## src/rtl/fp_pkg.sv

```systemverilog
// Shared field widths, sum bit positions and FSM states for the
// single-precision adder back end.
package fp_pkg;
  localparam int EXP_W  = 8;
  localparam int FRAC_W = 23;
  localparam int SUM_W  = 28;
  localparam int MAG_W  = SUM_W - 1;

  localparam logic [EXP_W-1:0] EXP_INF = 8'hFF;

  localparam int CARRY  = 26;
  localparam int HIDDEN = 25;
  localparam int GUARD  = 1;
  localparam int STICKY = 0;

  typedef enum logic [1:0] {IDLE, NORM, ROUND, DONE} state_e;
endpackage

```

## src/rtl/fp_norm_pack_if.sv

```systemverilog
// Input (sum/exponent) and output (packed result) handshakes of the
// normalize/round/pack stage.
interface fp_norm_pack_if;
  import fp_pkg::*;

  logic               in_valid;
  logic               in_ready;
  logic [SUM_W-1:0]   sum;
  logic [EXP_W-1:0]   exp_in;
  logic               out_valid;
  logic               out_ready;
  logic [31:0]        result;

  modport slave (
    input  in_valid, sum, exp_in, out_ready,
    output in_ready, out_valid, result
  );

  modport master (
    output in_valid, sum, exp_in, out_ready,
    input  in_ready, out_valid, result
  );
endinterface

```

## src/rtl/fp_round_pack.sv

```systemverilog
// Round-to-nearest-even on a normalized magnitude, renormalize on
// mantissa carry-out, and pack an IEEE-754 single (infinity on overflow).
module fp_round_pack
  import fp_pkg::*;
(
  input  logic              sgn_i,
  input  logic [HIDDEN:0]   mag_i,
  input  logic [EXP_W:0]    exp_i,
  input  logic              sticky_i,
  output logic [31:0]       result_o
);

  function automatic logic round_up(input logic lsb, input logic g, input logic rs);
    return g & (rs | lsb);
  endfunction

  logic              up;
  logic [FRAC_W+1:0] m25;
  logic [FRAC_W:0]   m24;
  logic [EXP_W:0]    exp_r;

  always_comb begin
    up  = round_up(mag_i[GUARD+1], mag_i[GUARD], mag_i[STICKY] | sticky_i);
    m25 = {1'b0, mag_i[HIDDEN:GUARD+1]} + (FRAC_W+2)'(up);
    if (m25[FRAC_W+1]) begin
      m24   = m25[FRAC_W+1:1];
      exp_r = exp_i + 9'd1;
    end else begin
      m24   = m25[FRAC_W:0];
      exp_r = exp_i;
    end
    if (exp_r >= 9'd255) result_o = {sgn_i, EXP_INF, {FRAC_W{1'b0}}};
    else                 result_o = {sgn_i, exp_r[EXP_W-1:0], m24[FRAC_W-1:0]};
  end

endmodule

```

## src/rtl/fp_norm_pack.sv

```systemverilog
// Normalizes a sign-magnitude mantissa sum one bit per cycle, then rounds
// and packs it into an IEEE-754 single behind valid/ready handshakes.
module fp_norm_pack
  import fp_pkg::*;
#(
  parameter int MAX_LSHIFT = 25
) (
  input  logic               clk,
  input  logic               res,
  fp_norm_pack_if.slave      bus,
  output logic               busy
);

  localparam int CNT_W = $clog2(MAX_LSHIFT + 1);

  state_e             state_q, state_d;
  logic               sgn_q, sgn_d;
  logic [MAG_W-1:0]   mag_q, mag_d;
  logic [EXP_W:0]     exp_q, exp_d;
  logic               sticky_q, sticky_d;
  logic [CNT_W-1:0]   cnt_q, cnt_d;
  logic [31:0]        result_q, result_d;
  logic [31:0]        rp_result;

  fp_round_pack u_round_pack (
    .sgn_i    (sgn_q),
    .mag_i    (mag_q[HIDDEN:0]),
    .exp_i    (exp_q),
    .sticky_i (sticky_q),
    .result_o (rp_result)
  );

  always_comb begin
    state_d  = state_q;
    sgn_d    = sgn_q;
    mag_d    = mag_q;
    exp_d    = exp_q;
    sticky_d = sticky_q;
    cnt_d    = cnt_q;
    result_d = result_q;
    case (state_q)
      IDLE: begin
        if (bus.in_valid) begin
          sgn_d    = bus.sum[SUM_W-1];
          mag_d    = bus.sum[MAG_W-1:0];
          exp_d    = {1'b0, bus.exp_in};
          sticky_d = 1'b0;
          cnt_d    = '0;
          // An all-ones exponent can only mean overflow upstream.
          if (bus.exp_in == EXP_INF) begin
            result_d = {bus.sum[SUM_W-1], EXP_INF, {FRAC_W{1'b0}}};
            state_d  = DONE;
          end else begin
            state_d  = NORM;
          end
        end
      end
      NORM: begin
        if (mag_q == '0) begin
          result_d = 32'h0000_0000;
          state_d  = DONE;
        end else if (mag_q[CARRY]) begin
          mag_d    = mag_q >> 1;
          sticky_d = sticky_q | mag_q[0];
          exp_d    = exp_q + 9'd1;
          state_d  = ROUND;
        end else if (mag_q[HIDDEN]) begin
          state_d  = ROUND;
        end else if (exp_q == 9'd1 || cnt_q == CNT_W'(MAX_LSHIFT)) begin
          // Another left shift would need a denormal: flush to signed zero.
          result_d = {sgn_q, 31'b0};
          state_d  = DONE;
        end else begin
          mag_d    = mag_q << 1;
          exp_d    = exp_q - 9'd1;
          cnt_d    = cnt_q + CNT_W'(1);
        end
      end
      ROUND: begin
        result_d = rp_result;
        state_d  = DONE;
      end
      DONE: begin
        if (bus.out_ready) state_d = IDLE;
      end
      default: state_d = IDLE;
    endcase
  end

  always_ff @(posedge clk) begin
    if (res) begin
      state_q  <= IDLE;
      result_q <= 32'h0000_0000;
    end else begin
      state_q  <= state_d;
      result_q <= result_d;
    end
  end

  always_ff @(posedge clk) begin
    sgn_q    <= sgn_d;
    mag_q    <= mag_d;
    exp_q    <= exp_d;
    sticky_q <= sticky_d;
    cnt_q    <= cnt_d;
  end

  assign bus.in_ready  = (state_q == IDLE);
  assign bus.out_valid = (state_q == DONE);
  assign bus.result    = result_q;
  assign busy          = (state_q != IDLE);

endmodule
```

## src/flat_wrapper.sv

```systemverilog
// flat-port wrapper written by rule: the top's interface ports become plain ports
module fp_norm_pack_flat import fp_pkg::*;
#(
  parameter int MAX_LSHIFT = 25
)
  (clk, res, busy, bus_in_valid, bus_sum, bus_exp_in, bus_out_ready, bus_in_ready, bus_out_valid, bus_result);
  fp_norm_pack_if bus_i ();
  input  logic clk;
  input  logic res;
  output logic busy;
  input wire logic [$bits(bus_i.in_valid)-1:0] bus_in_valid;
  input wire logic [$bits(bus_i.sum)-1:0] bus_sum;
  input wire logic [$bits(bus_i.exp_in)-1:0] bus_exp_in;
  input wire logic [$bits(bus_i.out_ready)-1:0] bus_out_ready;
  output wire logic [$bits(bus_i.in_ready)-1:0] bus_in_ready;
  output wire logic [$bits(bus_i.out_valid)-1:0] bus_out_valid;
  output wire logic [$bits(bus_i.result)-1:0] bus_result;
  assign bus_i.in_valid = bus_in_valid;
  assign bus_i.sum = bus_sum;
  assign bus_i.exp_in = bus_exp_in;
  assign bus_i.out_ready = bus_out_ready;
  assign bus_in_ready = bus_i.in_ready;
  assign bus_out_valid = bus_i.out_valid;
  assign bus_result = bus_i.result;
  fp_norm_pack #(.MAX_LSHIFT(MAX_LSHIFT)) u_core (.clk(clk), .res(res), .bus(bus_i), .busy(busy));
endmodule
```

## config.mk

```make
export PLATFORM = sky130hd
export DESIGN_NAME = fp_norm_pack_flat
export DESIGN_NICKNAME = d
export VERILOG_FILES = /design/src/rtl/fp_pkg.sv /design/src/rtl/fp_norm_pack_if.sv /design/src/rtl/fp_round_pack.sv /design/src/rtl/fp_norm_pack.sv /design/src/flat_wrapper.sv
export SDC_FILE = /design/constraint.sdc
export NUM_CORES = 1
export LEC_CHECK = 0
export ABC_AREA = 1
export CORE_MARGIN = 4
export CORE_UTILIZATION = 56
export CTS_BUF_LIST = sky130_fd_sc_hd__clkbuf_2 sky130_fd_sc_hd__clkbuf_4 sky130_fd_sc_hd__clkbuf_8
export DETAILED_ROUTE_END_ITERATION = 10
export DONT_BUFFER_PORTS = 1
export PLACE_DENSITY = 0.71
export SLEW_MARGIN = 40
export SYNTH_ARGS = -nofsm -noshare
export SYNTH_HDL_FRONTEND = slang
export SYNTH_HIERARCHICAL = 1
export SYNTH_SLANG_ARGS = --single-unit
```

## constraint.sdc

```tcl
create_clock -name clk -period 8.55 [get_ports clk]
set_input_delay 1.71 -clock clk [delete_from_list [all_inputs] [get_ports clk]]
set_output_delay 1.71 -clock clk [all_outputs]
set_load 0.03 [all_outputs]
```

==> flow_summary.toml, run 1 <==
[route]
routed_wl_um = 12400
first_pass_iters = 5
vias_per_cell = 5.32
drt.antenna.violating_nets = 0
drc = 0
wire_per_inst_um = 14.0
drtIter0Drc = 279
vias = 4694

[sta]
tightest_slew_ps = 731
finalSetupViolations = 0
fin_crit_sh_pct = 38.4
hold_viol = 0
fmax_ghz = 0.304
fin_crit_ps = 3290
fin_skew_ps = 18.0
setup_tns_ps = 0
slew_viol_final = 0
grt_setup_unrepaired = "no"
slew_headroom_pct = 50.9

[setup_path]
critPathLaunch = "u_core/state_q[0]"
path_class = "reg2out"
r2r_end = "u_core/mag_q[1]"
regToRegSetupSlack_ps = 5820
cpPeakStageDelay_ps = 420
critPathMostFrequentCell = "inv_1"
path_cells = "inv_1, ha_1, inv_1"
cp.depth = 3
rr_worst_depth = 6
cp-start-kind = "flip-flop"
cp_max_fo = 5
r2r-start = "u_core/exp_q[0]"
worst-path-buf-inv = 2
slowest_stage = "dfxtp_1"
crit_family = "buffers and inverters"
worstPathRequired_ps = 6840
crit_path_end_kind = "output pin"
arrival_ps = 1580

[cells_and_area]
multi_input_area_sq_um = 2850
final_nets = 800
final-seq-area_sq_um = 1970
fillCellCount = 883
drive_gt1_share_pct = 9.95
design_area_sq_um = 5580
num_antenna_cells = 0
instances_no_fill = 883
area_growth_pct = 3.55

[floorplanning]
die_height_um = 106
die_area_sq_um = 11300
io-pin-count = 75
start_util_pct = 58.1
coreArea_sq_um = 9280
rows = 35
fp.dieW_um = 106

[hold_path]
holdPathStages = 2
hp-start = "u_core/state_q[1]"
hold_end = "u_core/state_q[1]"
hold_class = "reg2reg"

[clock_tree]
worstSkewPairLatency_ps = 370
cts_buffer_depth = 2
clock_sinks = 77
clk_pin_slew_worst_paths_ps = 90
postCtsHoldBufs = 0
htreeDepth = 3
cts_made_buffers = 9
postCtsSetupRepairBufs = 0
ctsResizeCount = 0
cts_tree = "done"
root_buffer = "clkbuf_8"

[placement]
place_inst = 867
dpl.hpwl_um = 9280
gp_congestion = 0.855
numPortBuffers = 0
dpl_cell_area_sq_um = 5360

[power_and_ir_drop]
p_switching_mw = 1.18
power_frac_seq_pct = 43.0
ir_drop_v = 0.000170
p_clk_share_pct = 13.3
power.internal_mw = 1.15
swShare_pct = 50.6
powerDensity_nw_per_um2 = 416
pwr-share-comb_pct = 43.7
p_leak_nw = 2.45
p_total_mw = 2.32

[synthesis]
synth_top_area_cell = "edfxtp_1"
yosysWarnings = 6
ys_ff_latch = 77
synth_area_leaders = "edfxtp_1 (24%), nand2_1 (15%), dfxtp_1 (13%)"
synth_nets = 818
synth_common_cells = "nand2_1 (216), nor2_1 (102), inv_1 (87)"
synth_top_area_share_pct = 24.0
synth_edf_count = 43
netlist_instances = 767
async_flop_share_pct = 0
yosysMostFrequentCell = "nand2_1"
syn_area_per_cell_sq_um = 7.03
ys_types = 37
ys_seq_area_share_pct = 36.6
ys.flop_type = "edfxtp_1"
synthesis.area_sq_um = 5390

[global_route]
grt_pass1_wl_um = 20400
overflow = 0
grt_pass1_vias = 4260
antenna_found_initial = 0
grt_max_degree = 43
track_usage_pct = 22.3

[job]
max_cap_viol_count = 0

[run_status]
status = "completed"
[registers in the layout, summed over array words and instances, names as in the netlist]
| name | flops |
|---|---|
| u_core/sgn_q | 1 |
| u_core/bus.result | 32 |
| u_core/exp_q | 9 |
| u_core/mag_q | 27 |
| u_core/sticky_q | 1 |
| u_core/cnt_q | 5 |
| u_core/state_q | 2 |
[cell type report]
cell class	count	area share, %
sequential	77	35.3
tap	129	2.89
inverter	93	6.43
clock inverter	7	1.75
clock buffer	9	2.22
timing repair buffer	2	0.269
multi-input combinational	566	51.1
[cell usage in the layout, fill, tap and decap left out, types with 6 or more instances in the layout]
master	count
o211ai_1	25
xor2_1	15
inv_1	86
a21oi_1	32
nand3_1	47
nand4_1	12
nor2_2	27
nand3b_1	13
nand2_1	216
clkbuf_8	9
or2_2	6
edfxtp_1	43
nor2_1	102
nor3_1	6
o21ai_0	25
dfxtp_1	34
xnor2_1	8
ha_1	10
[cell families (layout without fill, tap and decap cells)]
group,count (synthesis),count (layout),share of synthesized area [%]
XOR/XNOR,23,23,3.74
adder cells (fa/ha/maj),11,11,2.55
multiplexers,1,1,0.186
AO/OA/AOI/OAI,86,86,9.29
buffers and inverters,124,111,10.7
flip-flops,77,77,36.6
AND/OR/NAND/NOR,445,445,36.9
[metrics by stage]
stage                     utilization (%)  hold WS [ps]  worst slack [ps]
final                                60.1           517              5260
after global routing                 60.1           561              5190
after CTS                            60.1           521              5250
after detailed placement             57.7           507              5290
after global placement               57.6           494              5330
after floorplan                         -           470              4220
[power groups by stage]
stage	clock network (mW)	logic (mW)	registers, mW
floorplan	0	0.890	0.929
global placement	0	0.983	0.999
detailed placement	0	1.00	1.01
CTS	0.315	1.01	0.998
global route	0.330	1.16	1.03
finish	0.309	1.02	1.00
[metal layers]
layer | GRT usage [%] | up-vias | part of all wire, % | wire (um)
met3 | 3.89 | 14 | 6.9 | 860
met4 | 7.12 | 0 | 1.3 | 162
li1 | - | 2424 | - | -
met2 | 34.8 | 187 | 45 | 5530
met1 | 31.6 | 2069 | 47 | 5840
met5 | 0 | - | 0 | 0
[how the worst max path moves through the flow]
stage / to / slack [ps]
detailed placement: u_core/mag_q[11] / 5290
CTS: busy / 5250
finish: busy / 5260
floorplan: u_core/exp_q[0] / 4220
global route: busy / 5190
global placement: u_core/mag_q[10] / 5330
[worst register-to-register path, stage by stage (launching register included)]
cell and delay (ps):
edfxtp_1 560, ha_1 270, nand3b_1 80, o21a_2 500
o21ai_0 250, a21oi_2 290, buf_4 420
(Power assumes the default switching activity.)
==> run 2: changes to the inputs <==
--- a/config.mk
+++ b/config.mk
@@ -5,7 +5,7 @@
 export SDC_FILE = /design/constraint.sdc
 export NUM_CORES = 1
 export LEC_CHECK = 0
-export ABC_AREA = 1
+export ABC_AREA = 0
 export CORE_MARGIN = 4
 export CORE_UTILIZATION = 56
 export CTS_BUF_LIST = sky130_fd_sc_hd__clkbuf_2 sky130_fd_sc_hd__clkbuf_4 sky130_fd_sc_hd__clkbuf_8
==> constraint.sdc (replaced) <==
create_clock -name clk -period 3.2 [get_ports clk]
set_input_delay 0.64 -clock clk [delete_from_list [all_inputs] [get_ports clk]]
set_output_delay 0.64 -clock clk [all_outputs]
set_load 0.03 [all_outputs]
==> run 2 against run 1 <==
Register-to-register slack lost 5600 ps. Worst hold slack lost 170 ps. Die area fell by 0.80%. First-iteration DRC count shrank 2.2%. Via count down 6.6%. Clock-buffer cell count is the same. Sequential share of layout area down 1.3 points. Clock skew shrank 7.8 ps. Critical path type is now reg2reg. Critical endpoint is now u_core/bus.result[30]. Largest cell class unchanged.
==> flow_summary.toml, run 2 <==
[floorplanning]
die_area_sq_um = 11200
fp.dieW_um = 106
start_util_pct = 57.6
io-pin-count = 75
die_height_um = 106
coreArea_sq_um = 9280
rows = 35

[run_status]
status = "completed"

[route]
drc = 0
vias_per_cell = 6.21
drtIter0Drc = 273
first_pass_iters = 5
wire_per_inst_um = 18.4
vias = 4384
drt-met1-wl_um = 5880
wl_met2_um = 5960
top_layer = "met4"
routed_wl_um = 13000
wl_met3_um = 918
drt.antenna.violating_nets = 0

[synthesis]
synth_top_area_share_pct = 24.2
syn_area_per_cell_sq_um = 9.41
netlist_instances = 568
ys_types = 64
ys_seq_area_share_pct = 36.9
synth_common_cells = "nor2_1 (44), edfxtp_1 (43), nand2_1 (40)"
async_flop_share_pct = 0
synthesis.area_sq_um = 5340
ys_ff_latch = 77
synth_nets = 619
yosysWarnings = 6
yosysMostFrequentCell = "nor2_1"
synth_top_area_cell = "edfxtp_1"
synth_area_leaders = "edfxtp_1 (24%), dfxtp_1 (13%), mux2i_1 (5.1%)"
ys.flop_type = "edfxtp_1"
synth_edf_count = 43

[power_and_ir_drop]
p_total_mw = 4.01
p_leak_nw = 2.06
ir_drop_v = 0.000411
powerDensity_nw_per_um2 = 691

[setup_path]
cp-start-kind = "flip-flop"
cp_max_fo = 6
worstPathRequired_ps = 3450
arrival_ps = 3260
crit_path_end_kind = "flip-flop"
path_class = "reg2reg"

[clock_tree]
clk_pin_slew_worst_paths_ps = 80
cts_buffer_depth = 2
root_buffer = "clkbuf_8"
clock_sinks = 77
cts_made_buffers = 9
worstSkewPairLatency_ps = 350
cts_tree = "done"
postCtsHoldBufs = 0
htreeDepth = 3

[cells_and_area]
largest_reg_flops = 32
fillCellCount = 800
instances_no_fill = 706
drive_gt1_share_pct = 14.7
mostFrequentLayoutCell = "nor2_1"
final_nets = 623
fin_util_pct = 62.5
area_growth_pct = 8.50
final_cell_mix = "nor2_1 (44), edfxtp_1 (43), nand2_1 (39)"
design_area_sq_um = 5800
num_antenna_cells = 0

[global_route]
grt_pass1_vias = 4077
overflow = 0
grt_max_degree = 68
track_usage_pct = 23.4
antenna_found_initial = 0
grt_pass1_wl_um = 21200

[placement]
numPortBuffers = 0
post-place-ws_ps = 118
dpl.hpwl_um = 9570
gp_congestion = 0.893
place_inst = 688
dpl_cell_area_sq_um = 5540

[sta]
fin_ws_ps = 186
fin_crit_sh_pct = 94.2
tightest_slew_ps = 669
fin_crit_ps = 3010
hold_slack_ps = 351
slew_headroom_pct = 54.9
finalSetupViolations = 0
slew_viol_final = 0
hold_viol = 0
grt_setup_unrepaired = "no"
fmax_ghz = 0.332
setup_tns_ps = 0
fin_skew_ps = 10.2

[job]
max_cap_viol_count = 0

[hold_path]
hold_class = "in2reg"
==> run 2: routing by layer <==
metal	vias up	global-route usage [%]
met5	-	0
met2	183	35.5
li1	2092	-
met4	0	7.77
met1	2088	33.6
met3	21	4.65
==> run 2: path summary, 6_finish.rpt <==
kind / startpoint / to / slack (ps) / depth (start not counted)
setup / recovery: u_core/mag_q[2] / u_core/bus.result[30] / 190 / 11
setup reg to reg: u_core/mag_q[2] / u_core/bus.result[30] / 190 / 11
hold reg to reg: u_core/state_q[1] / u_core/state_q[1] / 540 / 2
hold / removal: res / u_core/state_q[1] / 350 / 1
==> run 2: worst max-delay path, stage by stage (launching register included) <==
cell,delay (ps)
edfxtp_1,440
and2_1,190
ha_1,240
nand4_2,200
or4_4,610
nor2_1,380
nand4_1,170
xor2_1,150
nand2_1,60
a21oi_1,150
nor2_1,50
mux2_4,260
==> run 2: power breakdown <==
group	total [mW]	internal, mW	switching (mW)
registers	1.64	1.34	0.300
logic	1.57	0.672	0.902
clock network	0.799	0.434	0.365
==> run 2: layout make-up <==
cell class / count / area (sq um) / share of cell area [%]
sequential: 77 / 1970 / 34.0
clock buffer: 9 / 124 / 2.14
inverter: 12 / 45.0 / 0.777
tap: 129 / 161 / 2.78
timing repair buffer: 31 / 256 / 4.42
clock inverter: 7 / 90.1 / 1.55
multi-input combinational: 441 / 3150 / 54.3
==> run 2: what timing repair did <==
item / CTS / global route
setup buffers: 0 / 2
hold endpoints to repair: 0 / 0
endpoints found under the setup margin: 0 / 19
gates resized for setup: 0 / 5
==> run 2: kinds of logic after synthesis <==
| kind of cell | synth area share, % |
|---|---|
| AND/OR/NAND/NOR | 29.1 |
| adder cells (fa/ha/maj) | 2.58 |
| multiplexers | 8.78 |
| flip-flops | 36.9 |
| AO/OA/AOI/OAI | 12.2 |
| XOR/XNOR | 5.57 |
| buffers and inverters | 4.89 |
==> run 3: changes to the inputs <==
--- a/config.mk
+++ b/config.mk
@@ -6,14 +6,12 @@
 export NUM_CORES = 1
 export LEC_CHECK = 0
 export ABC_AREA = 0
-export CORE_MARGIN = 4
 export CORE_UTILIZATION = 56
-export CTS_BUF_LIST = sky130_fd_sc_hd__clkbuf_2 sky130_fd_sc_hd__clkbuf_4 sky130_fd_sc_hd__clkbuf_8
+export CTS_BUF_LIST = sky130_fd_sc_hd__clkbuf_16
 export DETAILED_ROUTE_END_ITERATION = 10
 export DONT_BUFFER_PORTS = 1
 export PLACE_DENSITY = 0.71
 export SLEW_MARGIN = 40
 export SYNTH_ARGS = -nofsm -noshare
 export SYNTH_HDL_FRONTEND = slang
-export SYNTH_HIERARCHICAL = 1
 export SYNTH_SLANG_ARGS = --single-unit
==> run 3 against run 2 <==
Worst setup slack gained 290 ps. Area after synthesis down 17%. Global-route usage increased by 1.6 points. Core utilization decreased by 0.62 points. Wire length fell by 21%. Combinational power grew 32%. Critical path type unchanged. Highest routed layer unchanged.
==> flow_summary.toml, run 3 <==
[clock_tree]
postCtsHoldBufs = 0
htreeDepth = 3
cts_made_buffers = 9
cts_tree = "done"
root_buffer = "clkbuf_16"
clock_sinks = 77
postCtsSetupRepairBufs = 0
cts_buffer_depth = 2
clk_pin_slew_worst_paths_ps = 60
ctsResizeCount = 0
worstSkewPairLatency_ps = 330

[setup_path]
cp-start-kind = "flip-flop"
path_cells = "inv_1, ha_1, clkinv_1, o311ai_0, a2111oi_0, a211oi_1"
cp.depth = 6
r2r-start = "u_core.state_q[1]"
path_class = "reg2reg"
cp_max_fo = 18
r2r_end = "u_core.state_q[0]"
critPathLaunch = "u_core.state_q[1]"
cpPeakStageDelay_ps = 860
slowest_stage = "o311ai_0"
regToRegSetupSlack_ps = 480
crit_family = "compound AO/OA/AOI/OAI gates"
crit_path_end_kind = "flip-flop"
rr_worst_depth = 6
worst-path-buf-inv = 2
arrival_ps = 2960
worstPathRequired_ps = 3440

[hold_path]
hold_class = "in2reg"
hp-start = "res"
holdPathStages = 1
hold_end = "u_core.bus.result[25]"

[sta]
slew_headroom_pct = 45.7
fin_skew_ps = 7.38
slew_viol_final = 0
setup_tns_ps = 0
hold_viol = 0
tightest_slew_ps = 805
fmax_ghz = 0.367
grt_setup_unrepaired = "no"
fin_crit_ps = 2720
finalSetupViolations = 0
fin_crit_sh_pct = 85.1

[cells_and_area]
fillCellCount = 681
final_nets = 505
num_antenna_cells = 0
largest_reg_flops = 32
final_cell_mix = "nor2_1 (85), edfxtp_1 (43), dfxtp_1 (34)"
area_growth_pct = 6.92
drive_gt1_share_pct = 9.35
fin_util_pct = 61.8
mostFrequentLayoutCell = "nor2_1"

[placement]
numPortBuffers = 0
dpl.hpwl_um = 7550
gp_congestion = 0.850

[global_route]
track_usage_pct = 25.1
overflow = 0
grt_pass1_wl_um = 16200
grt_pass1_vias = 3200
grt_max_degree = 40
antenna_found_initial = 0

[synthesis]
synth_top_area_share_pct = 29.0
synth_area_leaders = "edfxtp_1 (29%), dfxtp_1 (15%), nor2_1 (7.2%)"
ys_types = 58
synth_common_cells = "nor2_1 (85), edfxtp_1 (43), dfxtp_1 (34)"
yosysWarnings = 0
async_flop_share_pct = 0
synthesis.area_sq_um = 4450
syn_area_per_cell_sq_um = 9.42
netlist_instances = 472
ys.flop_type = "edfxtp_1"
ys_ff_latch = 77
yosysMostFrequentCell = "nor2_1"
synth_edf_count = 43
synth_top_area_cell = "edfxtp_1"
synth_nets = 522
ys_seq_area_share_pct = 44.4

[route]
drc = 0
vias_per_cell = 6.28
drtIter0Drc = 265
first_pass_iters = 4
routed_wl_um = 10300
drt.antenna.violating_nets = 0
wire_per_inst_um = 18.3
vias = 3530

[power_and_ir_drop]
p_clk_share_pct = 17.9
power_frac_seq_pct = 43.8
ir_drop_v = 0.000488
power.internal_mw = 2.98
pwr-share-comb_pct = 38.3
p_switching_mw = 2.43
p_leak_nw = 1.66
powerDensity_nw_per_um2 = 1140
swShare_pct = 44.9
p_total_mw = 5.41

[floorplanning]
fp.dieW_um = 91.1
die_area_sq_um = 8300
start_util_pct = 57.8
rows = 32
coreArea_sq_um = 7690
die_height_um = 91.1
io-pin-count = 75

[job]
max_cap_viol_count = 0

[run_status]
status = "completed"
-- run 3: layout make-up --
cell class                      instances  area [sq um]  area share, %
Clock buffer                           10           250           5.26
Clock inverter                          6          35.0          0.737
Inverter                               15          56.3           1.18
Multi-Input combinational cell        344          2250           47.4
Sequential cell                        77          1970           41.5
Tap cell                              102           128           2.68
Timing Repair Buffer                    8          60.1           1.26
-- run 3: worst max-delay path by stage --
stage / to / slack (ps)
floorplan: u_core.exp_q[0] / 610
global placement: u_core.bus.result[27] / 650
detailed placement: u_core.bus.result[18] / 520
CTS: u_core.bus.result[18] / 500
global route: u_core.state_q[0] / 260
finish: u_core.state_q[0] / 480
-- run 3: worst reg2reg max path: stages (launching register included) --
cell and delay (ps):
dfxtp_1 330, inv_1 130, ha_1 380, clkinv_1 500, o311ai_0 860, a2111oi_0 180
a211oi_1 260
-- run 3: power groups by stage --
stage                     Sequential [mW]  Combinational (mW)  Clock [mW]
final                                2.37                2.07       0.967
after global routing                 2.43                2.30        1.01
after CTS                            2.35                2.07       0.984
after detailed placement             2.37                2.06           0
after global placement               2.36                2.00           0
after floorplan                      2.04                1.85           0
-- run 3: per-layer routing --
layer	global-route usage (%)	share of wire, %	vias up
met5	0	0	-
met4	9.26	1.1	0
met3	4.86	7.0	8
met2	36.6	42	120
met1	36.8	50	1692
li1	-	-	1710
-- run 3: cells by family after synthesis --
family          count (synthesis)  share of synthesized area [%]
compound gates                 93                           16.5
xor+xnor                       36                           7.09
fa+ha+maj                      10                           2.81
buf+inv                        51                           5.35
flops                          77                           44.4
mux                             9                           2.25
simple gates                  196                           21.6
-- run 3: through the flow --
stage          hold WS, ps  worst slack (ps)  instances  instance area, sq um
2_1_floorplan          514               609        472                  4450
3_5_place_dp           570               517        546                  4460
5_1_grt                379               259        562                  4750
3_3_place_gp           530               655        546                  4460
4_1_cts                367               498        562                  4750
6_report               375               476        562                  4750
